File: src/rtl/plr_elastic_pkg.sv
// Shared pipeline package: elastic stage state encoding and NOP constants.
// Imported by pipeline stages that carry instructions or generic payloads.
package plr_elastic_pkg;

  typedef enum logic [1:0] {
    ST_EMPTY = 2'd0,
    ST_ONE   = 2'd1,
    ST_FULL  = 2'd2
  } plr_state_t;

  localparam logic [31:0] NOP_INSN = 32'h0000_0013;

  function automatic logic [1:0] occ_of(plr_state_t s);
    unique case (s)
      ST_EMPTY: occ_of = 2'd0;
      ST_ONE:   occ_of = 2'd1;
      ST_FULL:  occ_of = 2'd2;
      default:  occ_of = 2'd0;
    endcase
  endfunction

endpackage

File: src/rtl/plr_elastic.sv
// Two-entry elastic pipeline stage (main + skid), flushable, NOP bubbles.
// Optional macro PLR_ELASTIC_STALL_CNT_EN adds a saturating stall counter.
module plr_elastic
  import plr_elastic_pkg::*;
#(
  parameter int               WIDTH   = 16,
  parameter logic [WIDTH-1:0] NOP_VAL = {WIDTH{1'b0}}
) (
  input  logic             clk,
  input  logic             rst_n,
  input  logic             flush,
  input  logic             in_valid,
  output logic             in_ready,
  input  logic [WIDTH-1:0] in_data,
  output logic             out_valid,
  input  logic             out_ready,
  output logic [WIDTH-1:0] out_data,
  output logic [1:0]       occupancy
`ifdef PLR_ELASTIC_STALL_CNT_EN
  ,
  output logic [15:0]      stall_cnt
`endif
);

  plr_state_t       state;
  logic [WIDTH-1:0] main_q;
  logic [WIDTH-1:0] skid_q;
  logic             acc;
  logic             con;

  assign in_ready  = (state != ST_FULL);
  assign out_valid = (state != ST_EMPTY);
  assign out_data  = main_q;
  assign occupancy = occ_of(state);
  assign acc       = in_valid & in_ready;
  assign con       = out_valid & out_ready;

  // State and entry registers; main reloads NOP whenever the stage empties.
  always_ff @(posedge clk or negedge rst_n) begin
    if (!rst_n) begin
      state  <= ST_EMPTY;
      main_q <= NOP_VAL;
      skid_q <= NOP_VAL;
    end else if (flush) begin
      state  <= ST_EMPTY;
      main_q <= NOP_VAL;
      skid_q <= NOP_VAL;
    end else begin
      unique case (state)
        ST_EMPTY: begin
          if (acc) begin
            main_q <= in_data;
            state  <= ST_ONE;
          end
        end
        ST_ONE: begin
          unique case ({acc, con})
            2'b11: main_q <= in_data;
            2'b10: begin
              skid_q <= in_data;
              state  <= ST_FULL;
            end
            2'b01: begin
              main_q <= NOP_VAL;
              state  <= ST_EMPTY;
            end
            default: ;
          endcase
        end
        ST_FULL: begin
          if (con) begin
            main_q <= skid_q;
            skid_q <= NOP_VAL;
            state  <= ST_ONE;
          end
        end
        default: begin
          state  <= ST_EMPTY;
          main_q <= NOP_VAL;
          skid_q <= NOP_VAL;
        end
      endcase
    end
  end

`ifdef PLR_ELASTIC_STALL_CNT_EN
  // Count back-pressure cycles; saturates, survives flush.
  always_ff @(posedge clk or negedge rst_n) begin
    if (!rst_n) begin
      stall_cnt <= 16'd0;
    end else if (out_valid && !out_ready && stall_cnt != 16'hFFFF) begin
      stall_cnt <= stall_cnt + 16'd1;
    end
  end
`endif

endmodule

File: config.mk
export PLATFORM = sky130hd
export DESIGN_NAME = plr_elastic
export DESIGN_NICKNAME = d
export VERILOG_FILES = /design/src/rtl/plr_elastic_pkg.sv /design/src/rtl/plr_elastic.sv
export SDC_FILE = /design/constraint.sdc
export NUM_CORES = 1
export LEC_CHECK = 0
export CORE_ASPECT_RATIO = 0.9
export CORE_UTILIZATION = 44
export DETAILED_ROUTE_END_ITERATION = 10
export PLACE_DENSITY = 0.87
export SLEW_MARGIN = 10
export SYNTH_ARGS = -nofsm -noshare
export SYNTH_HDL_FRONTEND = slang
export SYNTH_SLANG_ARGS = --single-unit
export TNS_END_PERCENT = 1
File: constraint.sdc
create_clock -name clk -period 1.4 [get_ports clk]
set_clock_uncertainty 0.05 [all_clocks]
set_input_delay 0.14 -clock clk [delete_from_list [all_inputs] [get_ports clk]]
set_output_delay 0.14 -clock clk [all_outputs]
set_load 0.02 [all_outputs]
==> results of run 1 <==
[synth_stat cells (all sizes together)]
cell type,number
clkbuf,1
or2,1
inv,18
nor3b,1
a22oi,16
nor4b,1
buf,11
nand2,16
a21oi,19
a311oi,1
mux2i,18
nand2b,1
nor2,20
nor2b,3
dfrtp,34
nor3,1
o22a,2
[power by group through the flow]
stage / Clock [mW] / Sequential, mW / Combinational [mW]
2_1_floorplan: 0 / 1.20 / 0.257
3_3_place_gp: 0 / 1.13 / 0.630
3_5_place_dp: 0 / 1.14 / 0.644
4_1_cts: 1.15 / 1.12 / 0.618
5_1_grt: 1.19 / 1.13 / 0.665
6_report: 1.13 / 1.12 / 0.617
[final timing paths]
check                       startpoint           end  slack (ps)  cells past startpoint
max in group asynchronous        rst_n      state[1]         960                      2
hold / removal                   rst_n  out_data[14]         160                      2
hold reg to reg            out_data[7]   out_data[7]         460                      2
setup / recovery              state[1]    skid_q[10]         -70                      7
setup reg to reg              state[1]    skid_q[10]         -70                      7
min in group clk             out_ready      state[1]         340                      4
[sequential cells by signal (all words and copies together) (netlist names)]
name,cells
skid_q,16
state,2
out_data,16
[layout make-up]
class                   instances  area (um2)
well taps                      46       57.56
repair buffers                 65       656.9
clock inverters                 2       60.06
flip-flops and latches         34       853.3
clock buffers                   6       82.58
fillers                       283        1192
multi-input cells             100       734.5
inverters                      18       67.56
[per-layer routing]
metal / global-route usage (%) / wire (um) / vias to the layer above / part of all wire, %
met5: 0 / 0 / - / 0
met4: 11.85 / 99 / 0 / 2.4
met3: 4.074 / 150 / 10 / 3.7
met2: 39.60 / 2154 / 36 / 53
met1: 25.71 / 1675 / 670 / 41
li1: - / - / 671 / -
[repair_timing]
item                       4_1_cts  5_1_grt
hold buffers                     0        0
buffers inserted                 1        0
gates resized for setup         39        7
pin swaps                        8        5
cloned                           1        0
setup endpoints to repair       52       35
[cell families after synthesis]
| kind of cell | after synthesis | share of synthesized area [%] |
|---|---|---|
| simple gates | 44 | 11.74 |
| flops | 34 | 49.89 |
| mux | 18 | 10.56 |
| compound gates | 38 | 17.68 |
| buf+inv | 30 | 10.12 |
[worst max-delay path, stage by stage (launching register included)]
cell	delay, ps
sky130_fd_sc_hd__dfrtp_2	440
sky130_fd_sc_hd__buf_12	150
sky130_fd_sc_hd__nor2b_4	110
sky130_fd_sc_hd__buf_6	110
sky130_fd_sc_hd__nor2b_4	170
sky130_fd_sc_hd__buf_4	160
sky130_fd_sc_hd__nand2_1	50
sky130_fd_sc_hd__mux2i_1	140
==> out/summary.md, run 1 <==
The synthesis warning total was 0; the smallest hold slack was 162.5 ps. The synthesized area per cell works out to 10.40 um2. The post-synthesis instance area is 1705 um2, and the top-area cell type share of the netlist area is 49.89%. The worst hold path belongs to the class in2async. In the routed layout, each cell is associated on average with a via count of 5.118. After synthesis, the cell types taking the most area are sky130_fd_sc_hd__dfrtp_1, sky130_fd_sc_hd__mux2i_1, sky130_fd_sc_hd__a22oi_1.

After the last flow step, the layout net total stands at 245. For the TritonCTS buffer count, the log shows 5. The switching power summed over all nets was 737.5 uW. The run gives 6430 um as the wire length of the first global-routing pass. The number of setup violations in the final report came out at 33. The first routing iteration left 97 violations. The run gives 290 ps as the worst-skew pair later-pin latency.

The tools report the number of max-cap violations as 0. The number of placed cells counting well taps is 261. Once the floorplan was initialized, standard cells occupied 46.03% of the core. Detailed placement ended at an HPWL of 2741 um.

In the final timing run, aggregate negative setup slack is -1376 ps. The checks that failed: setup timing. The run gives 41 as the boundary pin count.

The category of the critical setup timing path is reg2reg. In this run, the combinational gates consume 21.5% of the power. The tools report the final count of hold timing violations as 0. The area of the die is 4129 um2.

The pin count of the biggest net entering global routing is 35, and the worst slew margin relative to its limit is 78.89%. Clock-pin slew was measured on the worst setup and hold paths at 70 ps. The flow ran to the end, but the final reports show violations.

Setup repair after global routing could not meet its margin everywhere. The most common cell after layout, fill and taps aside was sky130_fd_sc_hd__dfrtp_1. The total power per unit cell area is 1141 nW/um2. The utilization of the core after routing was 67.81%. Dividing the detail-routed wire length by the instance count gives 15.06 um. After synthesis the netlist holds a flip-flop and latch count of 34. Routability-driven placement finished with a final weighted congestion of 0.7891.

The H-tree generated during clock tree synthesis spans 2 levels. The logs give 0.7367 mV for the worst-case vdd ir drop and 271 for the non-filler instance count after layout. The tools report the category of the worst setup path capture point as a register. The run gives 2.128 mW as the internal portion of total power. The initial antenna violation count was 0. Summing all non-filler instances in the final layout gives an area of 2512 um2.

Number of vias after detailed routing: 1387. The tools report the master cell of the clock root buffer as sky130_fd_sc_hd__clkbuf_8. At the worst endpoint, the arrival time is 1630 ps. Global routing used 22.32% of the available tracks across all layers.

Sequential cells account for 39.1% of the total power. For this block, the routed nets add up to 4080 um of wire. Summed over all cells, the static leakage comes to 1.155 nW. For the number of clock sinks, the log shows 34. For the number of buffers on the longest clock path, the log shows 2. In the layout the commonest cells are sky130_fd_sc_hd__dfrtp_1, sky130_fd_sc_hd__clkdlybuf4s50_1, sky130_fd_sc_hd__mux2i_1, sky130_fd_sc_hd__nor2_1, sky130_fd_sc_hd__inv_1. For the number of remaining DRC errors, the log shows 0.

The smallest setup slack after layout was -71.78 ps. The maximum fanout along the worst path is 6, and the overall power consumption is 2.866 mW. The floorplan die height is 61.06 um, and the proportion of synthesized chip area in sequential cells is 49.89%. The logs give 1560 ps for the worst endpoint required time and 4 for the length of the first detailed-routing pass in iterations. The number of global-route vias before repair is 1381, and the antenna diode count is 0.

Synthesis instantiated 27 different standard cells from the library. Of the cells placed in the final design, the portion with a size suffix greater than 1 is 27.56%. The placed cell area is 2335 um2.

The worst setup path is launched from a register. The remaining antenna violation count after routing was 0. Synthesis produced a netlist with a net count of 185. The post-route fraction of the period consumed by the critical path came out at 105.1%. Global routing finished with a remaining overflow of 0. The portion of total power attributed to the clock network was 39.4%. Post-synthesis instance total: 164. TritonCTS built the clock tree. The pre-CTS worst setup slack is -317.2 ps.

Summed over all instances, the cell type with the most area after synthesis is sky130_fd_sc_hd__dfrtp_1. The minimum period implied by the final worst setup slack was 1472 ps. The number of core rows is 21. The final max-slew violation count came out at 0.

The die boundary width works out to 67.63 um. In this run the standard cell core region covers 3705 um2. From synthesis to final layout, the design area changed by 47.32%. Derived from the worst setup path, the maximum achievable clock frequency is 0.6794 GHz. Input and output buffers added on the ports amount to 40. The transition time of the tightest slew-check pin is 316.6 ps. Of the total power, the share spent switching nets is 25.74%.
Power figures use the tool's default switching activity.
==> run 2: changes to the inputs <==
--- a/config.mk
+++ b/config.mk
@@ -13,4 +13,3 @@
 export SYNTH_ARGS = -nofsm -noshare
 export SYNTH_HDL_FRONTEND = slang
 export SYNTH_SLANG_ARGS = --single-unit
-export TNS_END_PERCENT = 1
==> run 2 against run 1 <==
The flow still finishes with violations (setup timing). Register-to-register slack got worse by 110 ps. Hold slack worse by 39 ps. Sequential cell count is the same. Die area stayed put. Highest routed layer unchanged. Non-clock buffer count grew 4. Clock power is 23% lower.
==> out/summary.md, run 2 (same netlist as run 1, synthesis figures left out) <==
The flow ran to the end, but the final reports show violations. The final reports fail on setup timing. The run gives -511.1 ps as the pre-CTS worst setup slack. Number of clock sinks: 34.

The placed cell area came out at 2240 um2. The worst hold path begins at flush. The tools report the smallest setup slack after layout as -180.9 ps. In this run the worst setup path begins at state[0].

The class of the worst hold path is in2reg. For the wire length of the first global-routing pass, the log shows 6272 um. The region available for standard cell placement spans 3705 um2.

The non-filler instance count after layout came out at 276. The post-route fraction of the period consumed by the critical path was 112.9%. In the final routed layout, each cell accounts on average for 16.81 um. 41 I/O pins were placed. In this run, placement finished with an instance count of 254. The master cell of the clock root buffer is sky130_fd_sc_hd__clkbuf_8. The antenna diode count came out at 0. Category of the critical setup timing path: reg2reg. Measured along the y axis, the die boundary spans 61.06 um. The library cells used most frequently in the layout, excluding fill and tap cells, are sky130_fd_sc_hd__dfrtp_1, sky130_fd_sc_hd__mux2i_1. Across the run, the number of max-cap violations was 0. Summing all non-filler instances in the final layout gives an area of 2666 um2. The library cell used most frequently in the layout, excluding fill and tap cells, is sky130_fd_sc_hd__dfrtp_1. Setup violations remaining at the end of the flow were counted as 33. At the end of the flow the core is filled with cells to 71.97%. The tools report the number of vias after detailed routing as 1479. The minimum period implied by the final worst setup slack is 1581 ps, and the weighted congestion at the end of routability-driven global placement is 0.7616.

The layout has 251 filler cells. Once the floorplan was initialized, standard cells occupied 46.03% of the core. The total power per unit cell area was 1009 nW/um2; the number of remaining DRC errors was 0.

The arrival time at the worst endpoint is 1760 ps, and the transition time of the tightest slew-check pin is 400.2 ps. Total leakage power: 1.199 nW. The final max-slew violation count came out at 0. Relative to the synthesized area, the layout overhead comes to 56.35%.

The die boundary width is 67.63 um, and the final net count is 250. The number of core rows was 21; the worst-case vdd ir drop was 0.8246 mV. Summed over all layers, the global routing overflow is 0. STA classifies the critical path endpoint as a register.

Using the TritonRoute via totals, the vias-per-cell ratio works out to 5.359. The final count of hold timing violations is 0, and the initial antenna violation count is 0. For the final routed database, the setup TNS stands at -4070 ps. The run gives 1345 as the number of global-route vias before repair. The area of the die was 4129 um2.

The maximum fanout along the worst path is 8, and the H-tree depth is 2. The number of design-rule violations left by the first detailed-router iteration came out at 106. For this run, the top clock speed supported by timing is 0.6326 GHz.

The worst setup path is launched from a register. Clock tree synthesis inserted a total of 5 buffers. The total detailed-routing wirelength is 4639 um, and the total routing resource utilization after global routing is 21.37%. The worst register-to-register path begins at state[0]. In the final layout, the share of cells above drive strength 1 is 37.83%. Worst-skew pair later-pin latency: 290 ps. Entering global routing, the biggest net connects 17 pins. Port buffering added 40 buffers. Setup repair after global routing could not meet its margin everywhere.

The run gives 4 as the length of the first detailed-routing pass in iterations. TritonCTS built the clock tree. Detailed placement ended at an HPWL of 2468 um. The clock passes through at most 2 buffers. Data on the critical path is required at its endpoint by 1580 ps.

The worst slew margin relative to its limit is 73.32%. For the remaining antenna violation count after routing, the log shows 0. The CTS clock-pin slew for the worst setup and hold paths works out to 70 ps.
[run 2: repair_timing]
action / 4_1_cts / 5_1_grt
gates cloned: 1 / 2
buffers inserted: 4 / 6
pin swaps: 5 / 28
endpoints found under the hold margin: 34 / 0
endpoints found under the setup margin: 52 / 36
hold buffers: 1 / 0
resized for setup: 49 / 29
[run 2: cell type report]
cell class | instances | area (um2) | area share (%)
inverter | 18 | 67.56 | 2.534
timing repair buffer | 69 | 726.9 | 27.26
multi-input combinational | 101 | 850.8 | 31.91
tap | 46 | 57.56 | 2.159
clock buffer | 8 | 110.1 | 4.130
sequential | 34 | 853.3 | 32.00
[run 2: per-stage QoR]
step	power, mW	hold slack [ps]
after floorplan	1.458	-205.6
after global placement	1.732	-69.47
after detailed placement	1.747	-66.81
after CTS	2.601	168.9
after global routing	2.792	140.4
final	2.691	123.0
[run 2: worst max-delay path, stage by stage, from the launching register on]
cell                        delay, ps
sky130_fd_sc_hd__dfrtp_2          440
sky130_fd_sc_hd__buf_6            140
sky130_fd_sc_hd__a311oi_4         430
sky130_fd_sc_hd__clkbuf_16        240
sky130_fd_sc_hd__a22oi_1          100
sky130_fd_sc_hd__a21oi_2          120
[run 2: where the power goes]
part           internal (mW)  switching [mW]  leakage (nW)
sequential              1.07          0.0605         0.442
clock                  0.497           0.368        0.0575
combinational          0.343           0.355         0.700
total                   1.91           0.784          1.20
[run 2: path summary, 6_finish.rpt]
check,end,slack (ps),depth (start not counted)
setup / recovery,out_data[8],-180,5
hold / removal,state[0],120,2
setup reg to reg,out_data[8],-180,5
hold reg to reg,out_data[15],460,2
max in group asynchronous,state[1],690,3
min in group asynchronous,skid_q[11],170,2
[run 2: metal layers]
layer | vias up | track usage (%) | share of wire [%]
met3 | 6 | 7.222 | 5.6
met4 | 0 | 5.471 | 1.4
li1 | 681 | - | -
met1 | 741 | 26.30 | 42
met5 | - | 0 | 0
met2 | 51 | 36.07 | 51
